[config.mk]
export PLATFORM = sky130hd
export DESIGN_NAME = sudoku_blank_picker
export DESIGN_NICKNAME = d
export VERILOG_FILES = /design/src/rtl/sudoku_pkg.sv /design/src/rtl/blank_mask.sv /design/src/rtl/sudoku_blank_picker.sv
export SDC_FILE = /design/constraint.sdc
export NUM_CORES = 1
export LEC_CHECK = 0
export CORE_MARGIN = 1.5
export CORE_UTILIZATION = 35
export DETAILED_ROUTE_END_ITERATION = 10
export PLACE_DENSITY = 0.63
export SETUP_SLACK_MARGIN = 0.05
export SYNTH_ARGS = -nofsm -noshare
export SYNTH_HDL_FRONTEND = slang
export SYNTH_SLANG_ARGS = --single-unit
[constraint.sdc]
create_clock -name clka -period 7.7 [get_ports clka]
set_input_delay 1.155 -clock clka [delete_from_list [all_inputs] [get_ports clka]]
set_output_delay 1.155 -clock clka [all_outputs]
set_load 0.02 [all_outputs]
[src/rtl/sudoku_pkg.sv]
// Shared types and helpers for the sudoku puzzle generator blocks.
// Provides board geometry, the blank-picker FSM state encoding and the
// row/column to flat cell index mapping.
package sudoku_pkg;

  localparam int BOARD_N = 9;
  localparam int CELLS   = BOARD_N * BOARD_N;

  typedef enum logic [2:0] {
    IDLE,
    REQ,
    WAIT,
    CHECK,
    EMIT,
    DONE
  } state_t;

  typedef logic [6:0] cell_idx_t;

  // Flat index row*9+col; callers guarantee row and col are in 0..8.
  function automatic cell_idx_t cell_idx(input logic [3:0] row, input logic [3:0] col);
    return 7'(row) * 7'(BOARD_N) + 7'(col);
  endfunction

endpackage

[src/rtl/blank_mask.sv]
// 81-bit record of cells already blanked in the current puzzle.
// clear wipes the record, set_en marks set_idx, test_hit reports whether
// test_idx is taken. With SYMMETRIC=1 a cell also counts as taken when its
// point-mirror (8-r,8-c) is taken.
module blank_mask
  import sudoku_pkg::*;
#(
  parameter bit SYMMETRIC = 1'b0
) (
  input  logic      clka,
  input  logic      restart_n,
  input  logic      clear,
  input  logic      set_en,
  input  cell_idx_t set_idx,
  input  cell_idx_t test_idx,
  output logic      test_hit
);

  logic [CELLS-1:0] mask;

  // Point mirror through the board centre: (8-r)*9+(8-c) == 80-(r*9+c).
  function automatic cell_idx_t mirror_idx(input cell_idx_t idx);
    return cell_idx_t'(CELLS - 1) - idx;
  endfunction

  // Mask storage: cleared on reset and at the start of each run, bits set one at a time.
  // NOTE: this register bank is reset because a fresh run must never see stale
  // blanks; a plain data RAM would normally be left unreset.
  always_ff @(posedge clka) begin
    if (!restart_n) begin
      mask <= '0;
    end else if (clear) begin
      mask <= '0;
    end else if (set_en) begin
      mask[set_idx] <= 1'b1;
    end
  end

  assign test_hit = mask[test_idx] | (SYMMETRIC & mask[mirror_idx(test_idx)]);

endmodule

[src/rtl/sudoku_blank_picker.sv]
// Picks the distinct cells blanked from a solved board to form the puzzle.
// Requests RNG nibbles, rejection-samples (row,col) candidates, and issues one
// clear-cell write per accepted cell over a valid/ready port.
// Optional feature: define SYMMETRIC_BLANK_EN to blank cells in point-mirrored
// pairs (the centre cell is blanked alone).
module sudoku_blank_picker
  import sudoku_pkg::*;
#(
  parameter int N           = BOARD_N,
  parameter int BASE_BLANKS = 40,
  parameter int RNG_LAT     = 2,
  parameter int MAX_TRIES   = 255
) (
  input  logic       clka,
  input  logic       restart_n,
  input  logic       start,
  input  logic [3:0] rand_setup,
  input  logic [3:0] rand_A,
  input  logic [3:0] rand_B,
  output logic       gen_rand_flag,
  output logic       clr_valid,
  input  logic       clr_ready,
  output logic [3:0] clr_row,
  output logic [3:0] clr_col,
  output logic       busy,
  output logic       done,
  output logic [6:0] blank_count,
  output logic       stall_err
);

`ifdef SYMMETRIC_BLANK_EN
  localparam bit SYM = 1'b1;
`else
  localparam bit SYM = 1'b0;
`endif

  localparam logic [3:0] CENTRE = 4'((N - 1) / 2);

  state_t     state;
  logic [6:0] target;
  logic [7:0] tries;
  logic [7:0] wait_cnt;
  logic       mirror_pending;  // second half of a symmetric pair still to emit

  logic       in_range;
  logic       cand_hit;
  logic       cand_free;
  cell_idx_t  cand_idx;
  cell_idx_t  emit_idx;
  logic [6:0] count_inc;
  logic       mask_clear;
  logic       mask_set;

  // Out-of-range candidates are steered to index 0 so they never address the mask.
  assign in_range   = (rand_A < 4'(N)) && (rand_B < 4'(N));
  assign cand_idx   = in_range ? cell_idx(rand_A, rand_B) : '0;
  assign cand_free  = in_range && !cand_hit;
  assign emit_idx   = cell_idx(clr_row, clr_col);
  assign count_inc  = blank_count + 7'd1;
  assign mask_clear = (state == IDLE) && start;
  assign mask_set   = (state == EMIT) && clr_ready;

  blank_mask #(
    .SYMMETRIC (SYM)
  ) u_mask (
    .clka      (clka),
    .restart_n (restart_n),
    .clear     (mask_clear),
    .set_en    (mask_set),
    .set_idx   (emit_idx),
    .test_idx  (cand_idx),
    .test_hit  (cand_hit)
  );

  // Picker FSM with registered outputs, try counter and target latch.
  // NOTE: all state here uses non-blocking assignments so every register
  // samples the pre-edge values, independent of statement order.
  always_ff @(posedge clka) begin
    if (!restart_n) begin
      state          <= IDLE;
      target         <= '0;
      tries          <= '0;
      wait_cnt       <= '0;
      mirror_pending <= 1'b0;
      gen_rand_flag  <= 1'b0;
      clr_valid      <= 1'b0;
      clr_row        <= '0;
      clr_col        <= '0;
      busy           <= 1'b0;
      done           <= 1'b0;
      blank_count    <= '0;
      stall_err      <= 1'b0;
    end else begin
      gen_rand_flag <= 1'b0;
      done          <= 1'b0;
      case (state)
        IDLE: begin
          if (start) begin
            target        <= 7'(BASE_BLANKS) + 7'(rand_setup);
            blank_count   <= '0;
            tries         <= '0;
            stall_err     <= 1'b0;
            busy          <= 1'b1;
            gen_rand_flag <= 1'b1;
            state         <= REQ;
          end
        end
        REQ: begin
          wait_cnt <= '0;
          state    <= WAIT;
        end
        WAIT: begin
          if (wait_cnt == 8'(RNG_LAT - 1)) begin
            state <= CHECK;
          end else begin
            wait_cnt <= wait_cnt + 8'd1;
          end
        end
        CHECK: begin
          if (!cand_free) begin
            tries <= tries + 8'd1;
            if (tries == 8'(MAX_TRIES - 1)) begin
              stall_err <= 1'b1;
              busy      <= 1'b0;
              done      <= 1'b1;
              state     <= DONE;
            end else begin
              gen_rand_flag <= 1'b1;
              state         <= REQ;
            end
          end else begin
            tries          <= '0;
            clr_row        <= rand_A;
            clr_col        <= rand_B;
            clr_valid      <= 1'b1;
            mirror_pending <= SYM && !((rand_A == CENTRE) && (rand_B == CENTRE));
            state          <= EMIT;
          end
        end
        EMIT: begin
          if (clr_ready) begin
            blank_count <= count_inc;
            if (mirror_pending) begin
              // Keep clr_valid high and present the mirror cell next cycle.
              mirror_pending <= 1'b0;
              clr_row        <= 4'(N - 1) - clr_row;
              clr_col        <= 4'(N - 1) - clr_col;
            end else begin
              clr_valid <= 1'b0;
              if (count_inc >= target) begin
                busy  <= 1'b0;
                done  <= 1'b1;
                state <= DONE;
              end else begin
                gen_rand_flag <= 1'b1;
                state         <= REQ;
              end
            end
          end
        end
        DONE: begin
          state <= IDLE;
        end
        default: begin
          state <= IDLE;
        end
      endcase
    end
  end

endmodule

==> reports/summary.md <==
For the number of setup buffers added after CTS, the log shows 0. Timing would allow up to 195 MHz. The root buffer cell chosen for the clock tree is clkbuf_16. The final layout contains routed wiring with a total length of 16.3 mm. The final RePlAce weighted congestion was 0.844.

The flow ran to the end, but the final reports show violations. STA puts the critical path data required time at 8.07 ns. By count the netlist is led by dfxtp_1 (126), nor2_1 (111), a21oi_1 (89), nand2_1 (64), ha_1 (35). For this run, design rule violations remaining after detail routing come to 6. The total standard cell area after synthesis was 6530 sq um; the fraction of post-synthesis cell area in the top cell type by area was 0.386.

The synthesized netlist net count is 809, and the number of enable-type register cells in the synthesized netlist is 0. The tightest min-delay check is of the reg2reg type. The die covers 19500 sq um. The via-per-instance ratio is 5.38. In this run, CTS created clock tree buffers numbering 17. The smallest clock period supported by the final layout is computed as 5.12 ns. The routed length per placed instance was 15.9 microns.

The number of gates resized after cts came out at 0. The logs give 4 for the total number of H-tree levels and 11.3 mm for the placed wire-length estimate. The final clock period utilization by the worst path was 0.665; the net count reported at finish was 835. TritonCTS built the clock tree. Summed over all cells, the static leakage comes to 2.94 nW.

The data arrival time of the critical path is 5.49 ns, and the number of pins exceeding their max-slew limit in the final report is 0. The logs give 5277 for the via count of the first global-routing pass and 0 for the total count of hold-check failures in the final report. Final hold slack: 0.449 ns. The worst-case IR drop observed on VDD is 0.000128 V. By area the synthesized netlist is led by dfxtp_1 (39%), a21oi_1 (6.8%), ha_1 (6.7%), nor2_1 (6.4%), nand2_1 (3.7%). The average cell area after synthesis is 8.64 sq um, and the total number of yosys warnings is 0. The checks that failed: DRC. Global routing finished with a remaining overflow of 0. The floorplan has 49 rows.

The starting utilization of the core area came out at 0.360. The initial antenna violation count was 0; the largest net degree at the start of global routing was 69. Cell taking the most area after synthesis: dfxtp_1. Synthesis produced a netlist whose cell count is 756. STA classifies the critical path endpoint as a register.

Setup violations remaining at the end of the flow were counted as 0. Post-cts hold buffer count: 0. The proportion of layout cells with a drive suffix above 1 was 0.0843; the async set-reset flop share out of synthesis was 0. By instance count, the leading cell after synthesis is dfxtp_1. Buffers placed on the I/O ports in this run total 35.

For the max-slew headroom at the worst pin, the log shows 0.219. For the count of antenna diodes in the layout, the log shows 0. The synthesis-stage register bit count came out at 126. For the total global routing track utilization, the log shows 0.174.

Dominant register cell in the synthesized netlist: dfxtp_1. The setup total negative slack was 0 ns. For the worst-skew pair, the clock arrives at the later sink with an insertion delay of 0.43 ns. Across the run, the number of max-cap violations was 0. In this run the deepest clock path goes through 2 buffers. The width of the die works out to 140 microns.

The first global-routing pass estimated 26.9 mm of wire. For the count of vias placed by the detailed router, the log shows 5508. The detailed router finished its first iteration with 298 violations. The worst clock skew was 0.00720 ns. In this run the count of I/O pins placed on the die edge is 36.

The die boundary height is 140 microns, and the power per unit of standard cell area is 231 nW/um^2. The growth of design area from synthesis to finish is 17.4%. At the pin with the least slew margin, the transition time is 1.16 ns.

The critical path is of the in2reg type. The count of distinct cell types in the synthesized netlist was 70; the clock-pin slew on the worst setup and hold paths was 0.06 ns. STA classifies the critical path startpoint as a primary input. The number of clock sinks was 126; the core box area was 18100 sq um.

Setup repair after global routing left no endpoint under its margin. Once detail routing completed, the nets flagged for antenna violations numbered 0. The total iterations of the first detailed-routing run came out at 8. The sequential-to-total area share from yosys stat is 0.386, and the largest driver fanout on the critical path is 16.
routing by layer:
layer	GRT usage	routed length, microns
met5	0	0
met3	0.0440	738
met2	0.281	7520
met1	0.221	7660
met4	0.0720	408
registers in the layout, summed over array words and instances, names as in the netlist:
register,cells
busy,1
gen_rand_flag,1
target,6
stall_err,1
wait_cnt,8
done,1
state,3
clr_valid,1
clr_col,4
u_mask.mask,81
clr_row,4
tries,8
blank_count,7
where the power goes:
part | internal (mW) | switching [mW]
combinational | 0.0876 | 0.155
clock | 0.547 | 0.313
sequential | 0.663 | 0.0115
total | 1.30 | 0.479
final cells by class:
cell class                 count  area [sq um]
clock buffer                  17           425
inverter                      28           105
multi-input combinational    568          3730
clock inverter                15           210
timing repair buffer          41           395
fill                        1796         10500
tap                          229           287
sequential                   126          2520
layout by cell type (no fill, tap or decap), types with 8 or more instances in the layout:
cell             count
nand2_1             63
inv_1               28
nor2_1             111
dfxtp_1            126
nor3_1              13
o21a_1              18
mux2i_1             12
nand3_1             30
clkbuf_16           17
nor2b_1             10
a21oi_1             89
o221ai_1             8
clkdlybuf4s50_1     35
xor2_1              15
a21boi_0            12
ha_1                35
nand2b_1             8
o21ai_0             19
worst paths after layout:
kind	cells after the start	startpoint	to	slack, ns
max	12	rand_A[1]	busy	2.58
min	2	stall_err	stall_err	0.45
max reg2reg	10	clr_row[3]	u_mask.mask[44]	4.13
min reg2reg	2	stall_err	stall_err	0.45
metrics by stage:
stage	cell area, sq um	setup WS [ns]	power [mW]	util	instances
floorplan	6530	3.61	0.876	-	756
global placement	7040	2.23	0.929	0.388	992
detailed placement	7040	2.20	0.929	0.388	992
CTS	7670	2.62	1.79	0.423	1024
global route	7670	2.33	1.85	0.423	1024
finish	7670	2.58	1.78	0.423	1024
cell families after synthesis:
logic type / after synthesis / share of synthesized area
flops: 126 / 0.386
buf+inv: 62 / 0.0452
fa+ha+maj: 37 / 0.0732
mux: 28 / 0.0638
simple gates: 281 / 0.198
xor+xnor: 22 / 0.0295
compound gates: 200 / 0.204
critical path: stages:
cell	delay [ns]
clkdlybuf4s50_1	0.56
ha_1	0.27
ha_1	0.70
buf_4	0.36
mux4_1	0.56
and2_1	0.17
a211oi_1	0.26
a311o_1	0.18
o311ai_1	0.13
and4_1	0.34
nor3_4	0.52
o221a_2	0.29
Power figures use the tool's default switching activity.
